===== src/rtl/turn_scheduler.sv =====
// Turn-order sequencer: rotates current_player over the eligible seats,
// skipping eliminated seats, with reversible direction and round-wrap pulses.
module turn_scheduler #(
    parameter int unsigned MAX_PLAYERS = 4,
    parameter int unsigned PW          = 2,
    parameter int unsigned NW          = 3
) (
    input  logic                   clk,
    input  logic                   rst,
    input  logic [NW-1:0]          num_players,
    input  logic [MAX_PLAYERS-1:0] active_mask,
    input  logic                   start,
    input  logic [PW-1:0]          start_player,
    input  logic                   advance,
    input  logic                   reverse,
    output logic [PW-1:0]          current_player,
    output logic                   turn_valid,
    output logic                   turn_changed,
    output logic                   round_wrap,
    output logic                   no_player
);

    typedef enum logic {IDLE, RUN} state_t;

    typedef struct packed {
        logic          found;
        logic          wrap;
        logic [PW-1:0] seat;
    } search_t;

    state_t               state, state_n;
    logic                 advance_q;
    logic                 adv_edge;
    int unsigned          n_eff;
    int unsigned          sp_origin;
    logic [MAX_PLAYERS-1:0] elig;
    logic                 any_elig;
    search_t              srch_start, srch_next;
    logic [PW-1:0]        cur_n;
    logic                 tc_n, rw_n, tv_n, np_n;

    function automatic logic bit_at(input logic [MAX_PLAYERS-1:0] v, input int unsigned i);
        return |(v & (MAX_PLAYERS'(1) << i));
    endfunction

    // Walks up to MAX_PLAYERS steps from origin; wrap records whether the
    // boundary was crossed before the first eligible seat was reached.
    function automatic search_t find_seat(input int unsigned origin, input logic rev,
                                          input logic incl, input int unsigned n,
                                          input logic [MAX_PLAYERS-1:0] el);
        search_t     r;
        int unsigned s;
        logic        w;
        r = '0;
        s = origin;
        w = 1'b0;
        if (incl && origin < n && bit_at(el, origin)) begin
            r.found = 1'b1;
            r.seat  = PW'(origin);
        end
        for (int unsigned k = 0; k < MAX_PLAYERS; k++) begin
            if (rev) begin
                if (s == 0) begin
                    s = n - 1;
                    w = 1'b1;
                end else if (s >= n) begin
                    s = n - 1;
                end else begin
                    s = s - 1;
                end
            end else begin
                if (s >= n - 1) begin
                    if (s == n - 1) w = 1'b1;
                    s = 0;
                end else begin
                    s = s + 1;
                end
            end
            if (!r.found && bit_at(el, s)) begin
                r.found = 1'b1;
                r.seat  = PW'(s);
                r.wrap  = w;
            end
        end
        return r;
    endfunction

    always_comb begin
        n_eff = 32'(num_players);
        if (n_eff <= 1)
            n_eff = 1;
        else if (n_eff > MAX_PLAYERS)
            n_eff = MAX_PLAYERS;
    end

    assign elig      = active_mask & ~({MAX_PLAYERS{1'b1}} << n_eff);
    assign any_elig  = |elig;
    assign adv_edge  = advance & ~advance_q;
    assign sp_origin = (32'(start_player) < n_eff) ? 32'(start_player) : 0;

    assign srch_start = find_seat(sp_origin, reverse, 1'b1, n_eff, elig);
    assign srch_next  = find_seat(32'(current_player), reverse, 1'b0, n_eff, elig);

    always_comb begin
        state_n = state;
        cur_n   = current_player;
        tc_n    = 1'b0;
        rw_n    = 1'b0;
        case (state)
            IDLE: begin
                if (start) begin
                    state_n = RUN;
                    tc_n    = 1'b1;
                    if (srch_start.found) cur_n = srch_start.seat;
                end
            end
            RUN: begin
                if (start) begin
                    tc_n = 1'b1;
                    if (srch_start.found) cur_n = srch_start.seat;
                end else if (adv_edge && srch_next.found) begin
                    tc_n  = 1'b1;
                    rw_n  = srch_next.wrap;
                    cur_n = srch_next.seat;
                end else if (srch_next.found && !bit_at(elig, 32'(current_player))) begin
                    tc_n  = 1'b1;
                    cur_n = srch_next.seat;
                end
            end
            default: state_n = IDLE;
        endcase
        tv_n = (state_n == RUN) && bit_at(elig, 32'(cur_n));
        np_n = ~any_elig;
    end

    always_ff @(posedge clk or negedge rst) begin
        if (!rst) begin
            state          <= IDLE;
            advance_q      <= 1'b0;
            current_player <= '0;
            turn_valid     <= 1'b0;
            turn_changed   <= 1'b0;
            round_wrap     <= 1'b0;
            no_player      <= 1'b0;
        end else begin
            state          <= state_n;
            advance_q      <= advance;
            current_player <= cur_n;
            turn_valid     <= tv_n;
            turn_changed   <= tc_n;
            round_wrap     <= rw_n;
            no_player      <= np_n;
        end
    end

endmodule


===== config.mk =====
export PLATFORM = sky130hd
export DESIGN_NAME = turn_scheduler
export DESIGN_NICKNAME = d
export VERILOG_FILES = /design/src/rtl/turn_scheduler.sv
export SDC_FILE = /design/constraint.sdc
export NUM_CORES = 1
export LEC_CHECK = 0
export ABC_CLOCK_PERIOD_IN_PS = 9000
export BUFFER_PORTS_ARGS = -buffer_cell sky130_fd_sc_hd__buf_2
export CAP_MARGIN = 20
export CORE_ASPECT_RATIO = 1.1
export CORE_UTILIZATION = 52
export DETAILED_ROUTE_END_ITERATION = 8
export PLACE_DENSITY = 0.71
export SLEW_MARGIN = 20
export SYNTH_ARGS = -nofsm -noshare
export SYNTH_HDL_FRONTEND = slang
export SYNTH_SLANG_ARGS = --single-unit

===== constraint.sdc =====
create_clock -name clk -period 9 [get_ports clk]
set_clock_uncertainty 0.15 [all_clocks]
set_input_delay 0.9 -clock clk [delete_from_list [all_inputs] [get_ports clk]]
set_output_delay 0.9 -clock clk [all_outputs]
set_load 0.005 [all_outputs]

==> impl_metrics.yaml <==
timing:
  fin_setup_tns_ns: -0.131
  layout_min_cycle_time_ns: 9.13
  rsz0062_at_grt: "yes"
  finalMaxSlewViolations: 0
  fin_ws_ns: -0.131
  hold-worst-slack_ns: 0.362
  max_freq_ghz: 0.110
  period_share_pct: 101
  tightest_slew_ns: 0.738
  relSlewSlack_pct: 50.4
  setup_viol: 1
  hold_violations: 0
power:
  vdd_drop_max_v: 0.000169
  power.density_nw_per_um2: 333
  power_leakage_nw: 5.05
run_status:
  status: "finished with violations"
  violations: "negative setup slack"
critical_path:
  cpMostUsedCell: "buf_4"
  critPathMaxStageDelay_ns: 0.42
  critPathArrivalTime_ns: 9.10
  crit_path_start_kind: "input port"
  crit_path_end_kind: "register"
  worstSetupPathType: "input port to register"
  cp.required_ns: 8.97
  critPathSlowestCell: "or3b_4"
  crit_fanout: 4
logic_synthesis:
  synth_area_leader_cell: "ha_1"
  seq_area_frac_synth_pct: 2.86
  async_flop_share_pct: 100
  synth_edf_count: 0
  synth_area_um2: 7000
  yosys_warnings: 0
  synth.area.top_cells: "ha_1 31%, a21oi_1 5.8%, inv_1 4.0%"
  yosys_register_bits: 8
  syn_avg_cell_area_um2: 7.45
  synthDistinctLibCells: 91
  synth_top_area_share_pct: 31.3
  ys.flop_type: "dfrtp_1"
  postSynthCellCount: 940
route:
  drc: 0
  drtIter0Drc: 610
  firstDrtPassIters: 5
  wl_mm: 24.0
  vias: 8582
  ant_nets: 0
  avgViaCountPerCell: 6.31
  post_drt_wl_per_cell_um: 17.6
global_route:
  grt_max_degree: 49
  overflow: 0
  grt_pass1_vias: 8213
  grt_antenna_before_repair: 0
  grt_pass1_wl_mm: 37.8
  grt_use_total_pct: 32.9
clocking:
  cts_buffers: 3
  cts.clk_slew.worst_paths_ns: 0.04
  postCtsHoldBufs: 0
  h-tree-depth: 1
  root_buffer: "clkbuf_16"
  cts_tree: "yes"
  clk_latency_ns: 0.23
  cts.sinks: 8
  cts_buffer_depth: 2
hold_path:
  min_path_type: "input port to asynchronous set/reset pin"
placed_design:
  place_ws_ns: -0.712
  gp_congestion: 0.979
  placed_cells: 1329
  io_buffer_count: 19
  dpl.hpwl_mm: 18.3
floorplanning:
  die_x_um: 113
  initial_core_util_pct: 53.2
  ioPinCount: 20
  die_y_um: 124
  coreArea_um2: 13200
  die_area_um2: 13900
  num_rows: 44
layout:
  antennaDiodeCount: 0
  final_common_cell: "buf_4"
  nets: 1390
  mostFrequentLayoutCells: "217 x buf_4, 163 x ha_1, 74 x a21oi_1"
  post-route-util_pct: 74.5
  drive_gt1_share_pct: 31.0
  layout.cells.non_filler: 1360
  area_delta_synth_final_pct: 40.0
job:
  cap_violations: 0
cell type report:
type / instances / area (um^2)
clock buffer: 3 / 75.1
fill: 1044 / 3360
inverter: 80 / 314
multi-input combinational: 866 / 7200
sequential: 8 / 200
tap: 161 / 201
timing repair buffer: 242 / 1810
worst max-delay path, delay by kind of cell:
| kind | cells | cell delay (ns) |
|---|---|---|
| buf+inv | 8 | 1.10 |
| mux | 3 | 0.77 |
| simple gates | 11 | 1.91 |
| compound gates | 16 | 3.43 |
| fa+ha+maj | 4 | 1.02 |
per-stage QoR:
step	power, mW	instance area (um^2)
6_report	3.26	9800
3_5_place_dp	2.85	9160
4_1_cts	3.07	9480
2_1_floorplan	1.89	7580
3_3_place_gp	2.81	9160
5_1_grt	3.52	9800
report_power, final:
part	internal, mW	total [mW]	switching, mW
sequential	0.0483	0.0602	0.0119
combinational	1.50	3.13	1.62
clock	0.0573	0.0750	0.0177
total	1.61	3.26	1.65
Yosys cell counts, drive strengths merged (17+ instances only):
| master | count |
|---|---|
| ha | 175 |
| a21oi | 82 |
| inv | 78 |
| nand2 | 53 |
| nor2 | 53 |
| o21ai | 52 |
| nand3 | 31 |
| a21o | 26 |
| clkbuf | 25 |
| nand4 | 24 |
| nand2b | 20 |
| nor2b | 20 |
| and4 | 19 |
| a211oi | 17 |
per-layer routing:
| layer | vias to the layer above | global-route usage (%) | share of wire [%] |
|---|---|---|---|
| met5 | - | 0 | 0 |
| met4 | 0 | 14.5 | 4.2 |
| met3 | 109 | 3.89 | 6.4 |
| met2 | 339 | 59.7 | 48 |
| met1 | 4019 | 39.2 | 41 |
| li1 | 4115 | - | - |
repair_timing:
action / in CTS / in global routing
pin swaps: 31 / 50
resized for setup: 27 / 50
buffers inserted: 17 / 11
endpoints found under the setup margin: 1 / 3
registers in the layout, summed over array words and instances (netlist names):
name            flops
current_player      2
state               1
no_player           1
round_wrap          1
advance_q           1
turn_changed        1
turn_valid          1
cells by family (layout without fill, tap and decap cells):
kind of cell | count (synthesis) | count (layout) | synth area share (%)
AO/OA/AOI/OAI | 329 | 329 | 32.9
adder cells (fa/ha/maj) | 175 | 175 | 31.3
buffers and inverters | 117 | 325 | 6.63
flip-flops | 8 | 8 | 2.86
multiplexers | 11 | 11 | 2.00
other | 2 | 53 | 0.107
AND/OR/NAND/NOR | 298 | 298 | 24.2
path summary, 6_finish.rpt:
check	start	end	slack, ns	cells after the start
hold / removal	rst	advance_q$_DFF_PN0_	0.36	1
min in group clk	state$_DFF_PN0_	state$_DFF_PN0_	0.41	1
hold reg to reg	state$_DFF_PN0_	state$_DFF_PN0_	0.41	1
max in group asynchronous	rst	current_player[0]$_DFF_PN0_	8.17	1
setup / recovery	num_players[1]	turn_valid$_DFF_PN0_	-0.13	42
setup reg to reg	current_player[0]$_DFF_PN0_	turn_valid$_DFF_PN0_	0.41	38
Note: power is estimated with default switching activity, not from simulation.
